$ cat src/rtl/pulse_stretcher.sv
// Stretches single-cycle event pulses into ON_CYCLES-long levels, queueing overlapping events.
// Optional macro PULSE_STRETCH_RETRIGGER_EN: a pulse during S_ON extends the active period instead of queueing.
module pulse_stretcher #(
    parameter int ON_CYCLES  = 50,
    parameter int GAP_CYCLES = 25,
    parameter int PEND_MAX   = 7,
    parameter int CNT_W      = 16,
    parameter int PEND_W     = 3
) (
    input  logic              Clk,
    input  logic              Rst,
    input  logic              p_in,
    input  logic              clr,
    output logic              s_out,
    output logic              busy,
    output logic [PEND_W-1:0] pending,
    output logic              overflow
);

    typedef enum logic [1:0] {
        S_IDLE = 2'b00,
        S_ON   = 2'b01,
        S_GAP  = 2'b10
    } state_t;

    localparam logic [CNT_W-1:0]  ON_LOAD   = CNT_W'(ON_CYCLES - 1);
    localparam logic [CNT_W-1:0]  GAP_LOAD  = CNT_W'((GAP_CYCLES > 0) ? (GAP_CYCLES - 1) : 0);
    localparam logic [PEND_W-1:0] PEND_FULL = PEND_W'(PEND_MAX);

    state_t              r_state;
    logic [CNT_W-1:0]    r_cnt;
    logic [PEND_W-1:0]   r_pend;
    logic                r_sOut;
    logic                r_busy;
    logic                r_ovf;

    state_t              w_nextState;
    logic [CNT_W-1:0]    w_nextCnt;
    logic [PEND_W-1:0]   w_nextPend;
    logic                w_nextOvf;
    logic                w_queue;
    logic                w_endGap;
    logic [PEND_W:0]     w_pendSum;

    always_comb begin
        w_nextState = r_state;
        w_nextCnt   = r_cnt;
        w_nextPend  = r_pend;
        w_nextOvf   = 1'b0;
        w_queue     = 1'b0;
        w_endGap    = 1'b0;
        // One bit wider so a full queue plus an arrival does not wrap before the consume.
        w_pendSum   = {1'b0, r_pend} + {{PEND_W{1'b0}}, p_in};

        if (clr) begin
            w_nextState = S_IDLE;
            w_nextCnt   = '0;
            w_nextPend  = '0;
        end else begin
            case (r_state)
                S_IDLE: begin
                    if (p_in) begin
                        w_nextState = S_ON;
                        w_nextCnt   = ON_LOAD;
                    end
                end
                S_ON: begin
`ifdef PULSE_STRETCH_RETRIGGER_EN
                    if (p_in) begin
                        w_nextCnt = ON_LOAD;
                    end else if (r_cnt != '0) begin
                        w_nextCnt = r_cnt - CNT_W'(1);
                    end else if (GAP_CYCLES > 0) begin
                        w_nextState = S_GAP;
                        w_nextCnt   = GAP_LOAD;
                    end else begin
                        w_endGap = 1'b1;
                    end
`else
                    if (r_cnt != '0) begin
                        w_nextCnt = r_cnt - CNT_W'(1);
                        w_queue   = 1'b1;
                    end else if (GAP_CYCLES > 0) begin
                        w_nextState = S_GAP;
                        w_nextCnt   = GAP_LOAD;
                        w_queue     = 1'b1;
                    end else begin
                        w_endGap = 1'b1;
                    end
`endif
                end
                S_GAP: begin
                    if (r_cnt != '0) begin
                        w_nextCnt = r_cnt - CNT_W'(1);
                        w_queue   = 1'b1;
                    end else begin
                        w_endGap = 1'b1;
                    end
                end
                default: begin
                    w_nextState = S_IDLE;
                    w_nextCnt   = '0;
                end
            endcase

            if (w_queue && p_in) begin
                if (r_pend == PEND_FULL) begin
                    w_nextOvf = 1'b1;
                end else begin
                    w_nextPend = r_pend + PEND_W'(1);
                end
            end

            // End of a gap: an event arriving this cycle counts before the consume, so it is never dropped.
            if (w_endGap) begin
                if (w_pendSum != '0) begin
                    w_nextState = S_ON;
                    w_nextCnt   = ON_LOAD;
                    w_nextPend  = PEND_W'(w_pendSum - (PEND_W + 1)'(1));
                end else begin
                    w_nextState = S_IDLE;
                    w_nextCnt   = '0;
                end
            end
        end
    end

    always_ff @(posedge Clk or negedge Rst) begin
        if (!Rst) begin
            r_state <= S_IDLE;
            r_cnt   <= '0;
            r_pend  <= '0;
            r_sOut  <= 1'b0;
            r_busy  <= 1'b0;
            r_ovf   <= 1'b0;
        end else begin
            r_state <= w_nextState;
            r_cnt   <= w_nextCnt;
            r_pend  <= w_nextPend;
            r_sOut  <= (w_nextState == S_ON);
            r_busy  <= (w_nextState == S_ON) || (w_nextState == S_GAP);
            r_ovf   <= w_nextOvf;
        end
    end

    assign s_out    = r_sOut;
    assign busy     = r_busy;
    assign pending  = r_pend;
    assign overflow = r_ovf;

endmodule

$ cat config.mk
export PLATFORM = sky130hd
export DESIGN_NAME = pulse_stretcher
export DESIGN_NICKNAME = d
export VERILOG_FILES = /design/src/rtl/pulse_stretcher.sv
export SDC_FILE = /design/constraint.sdc
export NUM_CORES = 1
export LEC_CHECK = 0
export ABC_CLOCK_PERIOD_IN_PS = 2540
export CORE_UTILIZATION = 55
export CTS_BUF_LIST = sky130_fd_sc_hd__clkbuf_4
export DETAILED_ROUTE_END_ITERATION = 16
export GPL_TIMING_DRIVEN = 0
export MAX_ROUTING_LAYER = met4
export PLACE_DENSITY = 0.75
export SLEW_MARGIN = 20
export SYNTH_ARGS = -nofsm -noshare
export SYNTH_HDL_FRONTEND = slang
export SYNTH_SLANG_ARGS = --single-unit
$ cat constraint.sdc
create_clock -name Clk -period 2.54 [get_ports Clk]
set_input_delay 0.508 -clock Clk [delete_from_list [all_inputs] [get_ports Clk]]
set_output_delay 0.508 -clock Clk [all_outputs]
set_load 0.005 [all_outputs]
==> out/results.tsv <==
metric	value	unit
slew at the pin closest to its max-slew limit	553	ps
most common cell after layout, fill and taps aside	nor2_1	
Power Dens Cells	1450	nW/um2
die width	55.8	um
slew margin rel.	63.2	%
Area Growth Syn to Fin	13.2	%
final slew viol count	0	
Avg Cell Area, Syn	9.21	um2
routed wire length	3480	um
initial antenna violation count	0	
fin crit share	95.4	%
clk root buf	clkbuf_4	
endpoint class of the critical path	flip-flop	
R2R depth	9	
vias in the first global route	1340	
initial core utilization	57.8	%
wire length per cell	15.9	um
worst flop-to-flop path startpoint	r_cnt[1]	
DRT iter0 DRCs	42	
CP Class	input pin to flip-flop	
depth of the CTS H-tree	1	
CP Data Arrival Time	2680	ps
pin count of the biggest net entering global routing	25	
most frequent cells in the layout	nor2_1 (25), dfrtp_1 (24), ha_1 (11)	
HPWL Detailed	2550	um
DP Worst Slack	-504	ps
Residual DRC	0	
area of the core	2760	um2
io pins	10	
Syn Inst Count	173	
Reg-to-Reg End	busy	
cell row count	19	
Reg2Reg Setup Slack	160	ps
P_leak	0.000778	uW
IO Port Bufs	9	
Startpoint Class	input pin	
Fillers	231	
GRT overflow	0	
EDFF count, synth	0	
first-pass GRT wire length	5870	um
ys flop type	dfrtp_1	
TritonCTS buffer count	3	
Final min period	2420	ps
final hold vios	0	
drt via density	6.01	
Final setup viols	0	
worst skew pair latency	310	ps
Hold-fix buffers, CTS	0	
setup TNS	0	ps
Total GRT Usage	24.3	%
fraction of layout cells with a size suffix above 1	11.2	%
outcome	complete, no violations	
Worst Hold Class	input pin to async pin	
Yosys cell types	44	
Worst VDD drop	1.07	mV
Worst EP required	2800	ps
GP Congestion	0.867	
clock slew at reported path FFs	130	ps
post-route ant nets	0	
syn_nets	189	
DR vias	1316	
Setup WS post-layout	117	ps
Synth Cell Area	1590	um2
CTS sink count	24	
Seq/Total Area, Yosys	37.7	%
MaxCap Viol Count	0	
CTS tree	built	
YS warnings	0	
Worst Skew	6.42	ps
fin nets	206	
Async SR Flop Fraction	100	%
clock tree buffer depth	2	
worst-path fanout max	6	
Die Area	3120	um2
Seq cells post-synth	24	
fmax	0.413	GHz
DIE HEIGHT	55.8	um
DRT Pass-1 Iters	4	
diode count	0	
how the worst max path moves through the flow:
stage	startpoint	to	cells after the start
after floorplan	p_in	busy	11
after global placement	p_in	busy	12
after detailed placement	p_in	busy	12
after CTS	p_in	busy	12
after global routing	p_in	busy	12
final	p_in	busy	12
synthesized netlist by cell type (3+ instances only):
cell	n	share of area (%)
ha_1	12	9.4
inv_1	10	2.4
nor2_1	25	5.9
or3_1	4	1.6
xor2_1	5	2.7
xnor2_1	9	4.9
a21oi_1	12	3.8
dfrtp_1	24	38
nand3_1	5	1.6
nor4_1	3	1.2
nand4_1	4	1.6
o21ai_0	4	1.3
nand2_1	7	1.6
clkbuf_1	4	0.94
nor3_1	7	2.2
where the power goes:
group,switching [uW],internal (uW)
combinational,943,779
clock,107,55.3
sequential,206,529
total,1260,1360
logic make-up (layout without fill, tap and decap cells):
kind of cell	after synthesis	in the layout	share of synthesized area, %
adders and majority gates	12	12	9.43
xor gates and xnor gates	14	14	7.70
and+or+nand+nor	72	72	25.6
DFF	24	24	37.7
muxes	1	1	0.628
AOI/OAI and AO/OA	35	35	14.9
buffers and inverters	15	30	4.01
critical path, stage by stage:
cell	delay, ps
clkdlybuf4s50_1	420
ha_1	220
ha_1	280
inv_1	60
ha_4	180
inv_1	80
o31ai_2	70
a211oi_2	340
a21oi_2	60
a21oi_2	160
ha_1	250
inv_1	50
stage by stage:
stage	cell area, um2	total power (uW)	hold slack (ps)	instances	util, %
finish	1800	2620	169	219	65.4
global route	1800	2850	209	219	65.4
CTS	1760	2510	602	216	63.7
detailed placement	1720	2320	574	213	62.4
global placement	1720	2250	566	213	62.4
floorplan	1590	1960	212	173	-
cell type report:
class                      count  area, um2  share of cell area, %
sequential                    24        601                   33.3
timing repair buffer          12        108                   5.97
buffer                         5       26.3                   1.46
clock buffer                   3       22.5                   1.25
inverter                      10       37.5                   2.08
tap                           31       38.8                   2.15
multi-input combinational    134        970                   53.8
routing by layer:
metal / up-vias / share of wire, % / global-route usage (%)
met4: 0 / 1.1 / 5.57
met1: 609 / 43 / 30.9
met3: 6 / 4.8 / 2.79
met5: - / 0 / -
met2: 45 / 51 / 42.2
li1: 656 / - / -
repair_timing:
item,CTS,global route
pin swaps,1,2
setup endpoints to repair,2,5
resized for setup,3,5
setup buffers,0,3
sequential cells by signal (all words and copies together), names as in the netlist:
| name | flops |
|---|---|
| pending | 3 |
| s_out | 1 |
| r_cnt | 16 |
| r_state | 2 |
| busy | 1 |
| overflow | 1 |
Note: power is estimated with default switching activity, not from simulation.
